File: config.mk
export PLATFORM = sky130hd
export DESIGN_NAME = data_mem_arbiter
export DESIGN_NICKNAME = d
export VERILOG_FILES = /design/src/rtl/data_mem_arbiter.sv
export SDC_FILE = /design/constraint.sdc
export NUM_CORES = 1
export LEC_CHECK = 0
export ABC_AREA = 1
export ABC_CLOCK_PERIOD_IN_PS = 1860
export CORE_UTILIZATION = 30
export CTS_BUF_LIST = sky130_fd_sc_hd__clkbuf_4 sky130_fd_sc_hd__clkbuf_8
export CTS_CLUSTER_DIAMETER = 150
export DETAILED_ROUTE_END_ITERATION = 7
export PLACE_DENSITY_LB_ADDON = 0.08
export SLEW_MARGIN = 10
export SYNTH_ARGS = -nofsm -noshare
export SYNTH_HDL_FRONTEND = slang
export SYNTH_SLANG_ARGS = --single-unit
File: constraint.sdc
create_clock -name clk -period 1.86 [get_ports clk]
set_clock_uncertainty 0.2 [all_clocks]
set_input_delay 0.372 -clock clk [delete_from_list [all_inputs] [get_ports clk]]
set_output_delay 0.372 -clock clk [all_outputs]
set_load 0.1 [all_outputs]
File: src/rtl/data_mem_arbiter.sv
// data_mem_arbiter
//   Shares one single-port word RAM between a CPU port (port 0) and a
//   DMA/debug loader port (port 1). One word transaction is in flight at a
//   time: IDLE -> ISSUE -> (WAIT for reads) -> DONE -> IDLE.
//   Port 0 has fixed priority; port 1 is forced through after STARVE_MAX
//   consecutive lost arbitrations.
//   Optional feature macro: DMEM_ARB_STATS_EN adds saturating per-port
//   grant counters gnt_cnt0/gnt_cnt1.
module data_mem_arbiter #(
  parameter int AW         = 5,
  parameter int DEPTH      = 32,
  parameter int MEM_LAT    = 1,
  parameter int STARVE_MAX = 4
) (
  input  logic          clk,
  input  logic          rst_n,
  input  logic          req0,
  input  logic          we0,
  input  logic [AW-1:0] addr0,
  input  logic [31:0]   wdata0,
  input  logic          req1,
  input  logic          we1,
  input  logic [AW-1:0] addr1,
  input  logic [31:0]   wdata1,
  output logic          ack0,
  output logic [31:0]   rdata0,
  output logic          err0,
  output logic          ack1,
  output logic [31:0]   rdata1,
  output logic          err1,
  output logic [AW-1:0] mem_addr,
  output logic [31:0]   mem_wdata,
  output logic          mem_rd,
  output logic          mem_wr,
  input  logic [31:0]   mem_rdata
`ifdef DMEM_ARB_STATS_EN
  ,
  output logic [15:0]   gnt_cnt0,
  output logic [15:0]   gnt_cnt1
`endif
);

  typedef enum logic [1:0] {S_IDLE, S_ISSUE, S_WAIT, S_DONE} state_e;

  localparam logic [AW:0] DEPTH_LIM  = DEPTH[AW:0];
  localparam logic [2:0]  LAT_LIM    = MEM_LAT[2:0];
  localparam logic [3:0]  STARVE_LIM = STARVE_MAX[3:0];

  state_e        state_q;
  logic          gnt_q;     // granted port id: 0 or 1
  logic          we_q;
  logic          oor_q;     // latched address is out of range
  logic [2:0]    lat_q;     // read latency counter while in WAIT
  logic [3:0]    starve_q;
  logic [3:0]    starve_d;
  logic          gnt1_d;
  logic          sel_we;
  logic          oor_d;
  logic [AW-1:0] sel_addr;
  logic [31:0]   sel_wdata;

  // Arbitration winner, starvation counter update and winner's request fields
  always_comb begin
    gnt1_d   = 1'b0;
    starve_d = starve_q;
    if (req1 && (!req0 || starve_q == STARVE_LIM)) begin
      gnt1_d   = 1'b1;
      starve_d = '0;
    end else if (req1) begin
      // Port 1 loses; the counter can never pass the limit because reaching
      // it forces a port 1 grant on the next arbitration.
      starve_d = starve_q + 4'd1;
    end else begin
      starve_d = '0;
    end
    sel_we    = gnt1_d ? we1    : we0;
    sel_addr  = gnt1_d ? addr1  : addr0;
    sel_wdata = gnt1_d ? wdata1 : wdata0;
    oor_d     = ({1'b0, sel_addr} >= DEPTH_LIM);
  end

  // Transaction sequencer with registered memory strobes and requester responses
  always_ff @(posedge clk or negedge rst_n) begin
    if (!rst_n) begin
      state_q   <= S_IDLE;
      gnt_q     <= 1'b0;
      we_q      <= 1'b0;
      oor_q     <= 1'b0;
      lat_q     <= '0;
      starve_q  <= '0;
      ack0      <= 1'b0;
      ack1      <= 1'b0;
      err0      <= 1'b0;
      err1      <= 1'b0;
      rdata0    <= '0;
      rdata1    <= '0;
      mem_addr  <= '0;
      mem_wdata <= '0;
      mem_rd    <= 1'b0;
      mem_wr    <= 1'b0;
    end else begin
      // Pulses and memory drive default to idle every cycle
      ack0      <= 1'b0;
      ack1      <= 1'b0;
      err0      <= 1'b0;
      err1      <= 1'b0;
      mem_addr  <= '0;
      mem_wdata <= '0;
      mem_rd    <= 1'b0;
      mem_wr    <= 1'b0;
      case (state_q)
        S_IDLE: begin
          starve_q <= starve_d;
          if (req0 || req1) begin
            gnt_q     <= gnt1_d;
            we_q      <= sel_we;
            oor_q     <= oor_d;
            // Memory side is registered so it is presented during ISSUE
            mem_addr  <= sel_addr;
            mem_wdata <= sel_wdata;
            mem_wr    <= sel_we & ~oor_d;
            mem_rd    <= ~sel_we & ~oor_d;
            state_q   <= S_ISSUE;
          end
        end
        S_ISSUE: begin
          if (we_q) begin
            // Writes complete right after the strobe
            if (gnt_q) begin
              ack1 <= 1'b1;
              err1 <= oor_q;
            end else begin
              ack0 <= 1'b1;
              err0 <= oor_q;
            end
            state_q <= S_DONE;
          end else begin
            lat_q   <= 3'd1;
            state_q <= S_WAIT;
          end
        end
        S_WAIT: begin
          if (lat_q == LAT_LIM) begin
            // mem_rdata is valid in this cycle; out-of-range reads return zero
            if (gnt_q) begin
              ack1   <= 1'b1;
              err1   <= oor_q;
              rdata1 <= oor_q ? '0 : mem_rdata;
            end else begin
              ack0   <= 1'b1;
              err0   <= oor_q;
              rdata0 <= oor_q ? '0 : mem_rdata;
            end
            state_q <= S_DONE;
          end else begin
            lat_q <= lat_q + 3'd1;
          end
        end
        S_DONE: begin
          state_q <= S_IDLE;
        end
        default: begin
          state_q <= S_IDLE;
        end
      endcase
    end
  end

`ifdef DMEM_ARB_STATS_EN
  // Per-port completed-transaction counters, saturating at all-ones
  always_ff @(posedge clk or negedge rst_n) begin
    if (!rst_n) begin
      gnt_cnt0 <= '0;
      gnt_cnt1 <= '0;
    end else begin
      if (ack0 && gnt_cnt0 != 16'hFFFF) gnt_cnt0 <= gnt_cnt0 + 16'd1;
      if (ack1 && gnt_cnt1 != 16'hFFFF) gnt_cnt1 <= gnt_cnt1 + 16'd1;
    end
  end
`endif

endmodule
==> impl_metrics.ini <==
[timing]
hold_viol = 0
fmax_mhz = 575
finalMaxSlewViolations = 0
holdWs_ns = 0.227
setup_ws_ns = 0.121
finalCritPeriodShare = 0.935
min_period_ns = 1.74
rsz0062_at_grt = true
setup_viol = 0

[global_route]
grt-ovfl-total = 0
grt_pass1_wl_mm = 22.1
grt_max_degree = 56
antenna_found_initial = 0
grt_pass1_vias = 4283
grtUsageTotal = 0.177

[worst_setup_path]
required_ns = 1.99
crit_top_cell = inv_2
cp_max_fo = 7
cp.arrival_ns = 1.87
worst-setup-path-type = flop to flop
critPathLaunchType = flop
crit_path_cell_trace = inv_1 > ha_2 > inv_2 > a21oi_2 > inv_2 > buf_4 > o21bai_1 > nor2_1
slowest_stage = dfrtp_1
end_kind = flop
cpPeakStageDelay_ns = 0.40

[drt]
drcViolationCount = 0
wirelength_mm = 13.7
viasPerCell = 4.39
drt_iter0_drc = 224
num_vias = 4171
dr.pass1.iters = 4
avgRoutedWirePerCell_microns = 14.4
ant_nets = 0

[synth]
ys_ff_latch = 116
yosysSeqAreaShare = 0.602
syn_inst = 498
syn_avg_cell_area_sq_um = 9.69
ys_warn_count = 0
syn-cell-area_sq_um = 4830
synth_cell_types = 27

[die]
die_h_microns = 129
core_area_sq_um = 15400
dieArea_sq_um = 16600
die_w_microns = 129
start_util = 0.313
num_io_pins = 219
num_rows = 45

[outcome]
outcome = complete, no violations

[placement]
dpl_worst_slack_ns = -0.133
numPortBuffers = 216
dp.cells = 918
place_hpwl_mm = 10.6
place_congestion = 0.785

[layout]
insertedDiodeCount = 0
stdcell_count = 951
area_growth_pct = 84.2
fin_nets = 846
utilization = 0.576
final_layout_size_suffix_gt1_frac = 0.241

[clocking]
cts_tree = done
clk_pin_slew_worst_paths_ns = 0.07
ctsLongestPathBuffers = 2
worstSkewPairLatency_ns = 0.43
cts_buffers = 17
cts_setup_buffers = 0
clockRootBuffer = clkbuf_8
clock_sinks = 116
htreeDepth = 4

[run]
drv_cap = 0

[worst_hold_path]
hp-class = primary input to async pin
worst paths after layout:
kind / depth (start not counted) / slack, ns / to / start
worst max-delay path: 8 / 0.12 / mem_wdata[15]$_DFF_PN0_ / state_q[1]$_DFFE_PN0P_
worst min-delay path: 2 / 0.23 / rdata1[4]$_DFFE_PN0P_ / rst_n
worst max register to register: 8 / 0.12 / mem_wdata[15]$_DFF_PN0_ / state_q[1]$_DFFE_PN0P_
worst min register to register: 2 / 0.33 / we_q$_DFFE_PN0P_ / we_q$_DFFE_PN0P_
max in group asynchronous: 3 / 0.66 / rdata1[23]$_DFFE_PN0P_ / rst_n
min in group clk: 3 / 0.32 / rdata0[31]$_DFFE_PN0P_ / mem_rdata[31]
area by class of cell:
cell class / instances / area (sq um)
multi-input cells: 300 / 1560
repair buffers: 242 / 3500
clock inverters: 9 / 173
well taps: 211 / 264
fillers: 1349 / 6540
clock buffers: 23 / 304
inverters: 50 / 188
flip-flops and latches: 116 / 2900
cells by family after synthesis:
logic type               synth area share
AO/OA/AOI/OAI                       0.177
XOR/XNOR                          0.00363
adder cells (fa/ha/maj)            0.0181
buffers and inverters              0.0817
flip-flops                          0.602
multiplexers                      0.00207
other                            0.000777
AND/OR/NAND/NOR                     0.115
registers in the layout, indices dropped and copies added, names as in the netlist:
name / cells
ack1: 1
rdata1: 32
mem_wr: 1
mem_rd: 1
we_q: 1
rdata0: 32
ack0: 1
lat_q: 3
gnt_q: 1
state_q: 2
mem_addr: 5
starve_q: 4
mem_wdata: 32
critical path: cells and delay by family, from the launching register on:
family,cells,cell delay [ns]
AND/OR/NAND/NOR,1,0.17
adder cells (fa/ha/maj),1,0.21
AO/OA/AOI/OAI,2,0.28
flip-flops,1,0.40
buffers and inverters,4,0.40
timing repair:
action,in CTS,in global routing
hold buffers,1,0
setup endpoints to repair,0,69
endpoints found under the hold margin,27,0
resized for setup,0,6
per-layer routing:
metal | up-vias | routed length, microns | GRT usage
li1 | 2061 | - | -
met1 | 1923 | 5370 | 0.203
met2 | 174 | 6770 | 0.293
met3 | 13 | 1350 | 0.0711
met4 | 0 | 166 | 0.0754
met5 | - | 0 | 0
cell usage after synthesis:
library cell  number  share of area
buf_4              5         0.0078
clkbuf_1           6         0.0047
xor2_1             2         0.0036
o22ai_1            1         0.0013
clkbuf_2           2         0.0021
buf_2             13          0.013
o21ai_0           68          0.071
conb_1             1        0.00078
dfrtp_1          116           0.60
inv_1             45          0.035
nand2_1           80          0.062
o211ai_1           1         0.0016
nand3_1            9         0.0093
o21ai_1            1         0.0010
a21oi_2            1         0.0018
ha_1               7          0.018
o21bai_1          37          0.058
buf_6              6          0.014
nand4_1            1         0.0013
buf_1              1        0.00078
a21oi_1           42          0.044
or2_2              2         0.0026
nor2_1            41          0.032
mux2i_1            1         0.0021
nand3_2            3         0.0062
inv_2              5         0.0039
nand2_2            1         0.0013
cells in the final DEF, fill, tap and decap left out, types with 3 or more instances in the layout:
| cell type | synthesis | routed |
|---|---|---|
| bufinv_16 | 0 | 5 |
| o21ai_0 | 68 | 68 |
| nand2_1 | 80 | 79 |
| a21oi_1 | 42 | 42 |
| dfrtp_1 | 116 | 116 |
| clkbuf_8 | 0 | 21 |
| buf_4 | 5 | 19 |
| o21bai_1 | 37 | 37 |
| nor2_1 | 41 | 41 |
| inv_2 | 5 | 5 |
| nand3_1 | 9 | 9 |
| ha_1 | 7 | 5 |
| buf_12 | 0 | 112 |
| inv_1 | 45 | 45 |
| clkinv_2 | 0 | 3 |
| clkdlybuf4s50_1 | 0 | 110 |
metrics by stage:
stage	area (sq um)	TNS (ns)
6_report	8890	0
5_1_grt	8890	-0.00710
4_1_cts	8860	0
3_5_place_dp	8370	-1.72
3_3_place_gp	8370	-0.110
2_1_floorplan	4830	0
Power is not shown: default switching activity piles up to over one toggle a cycle in this logic, so the estimate is an artifact.
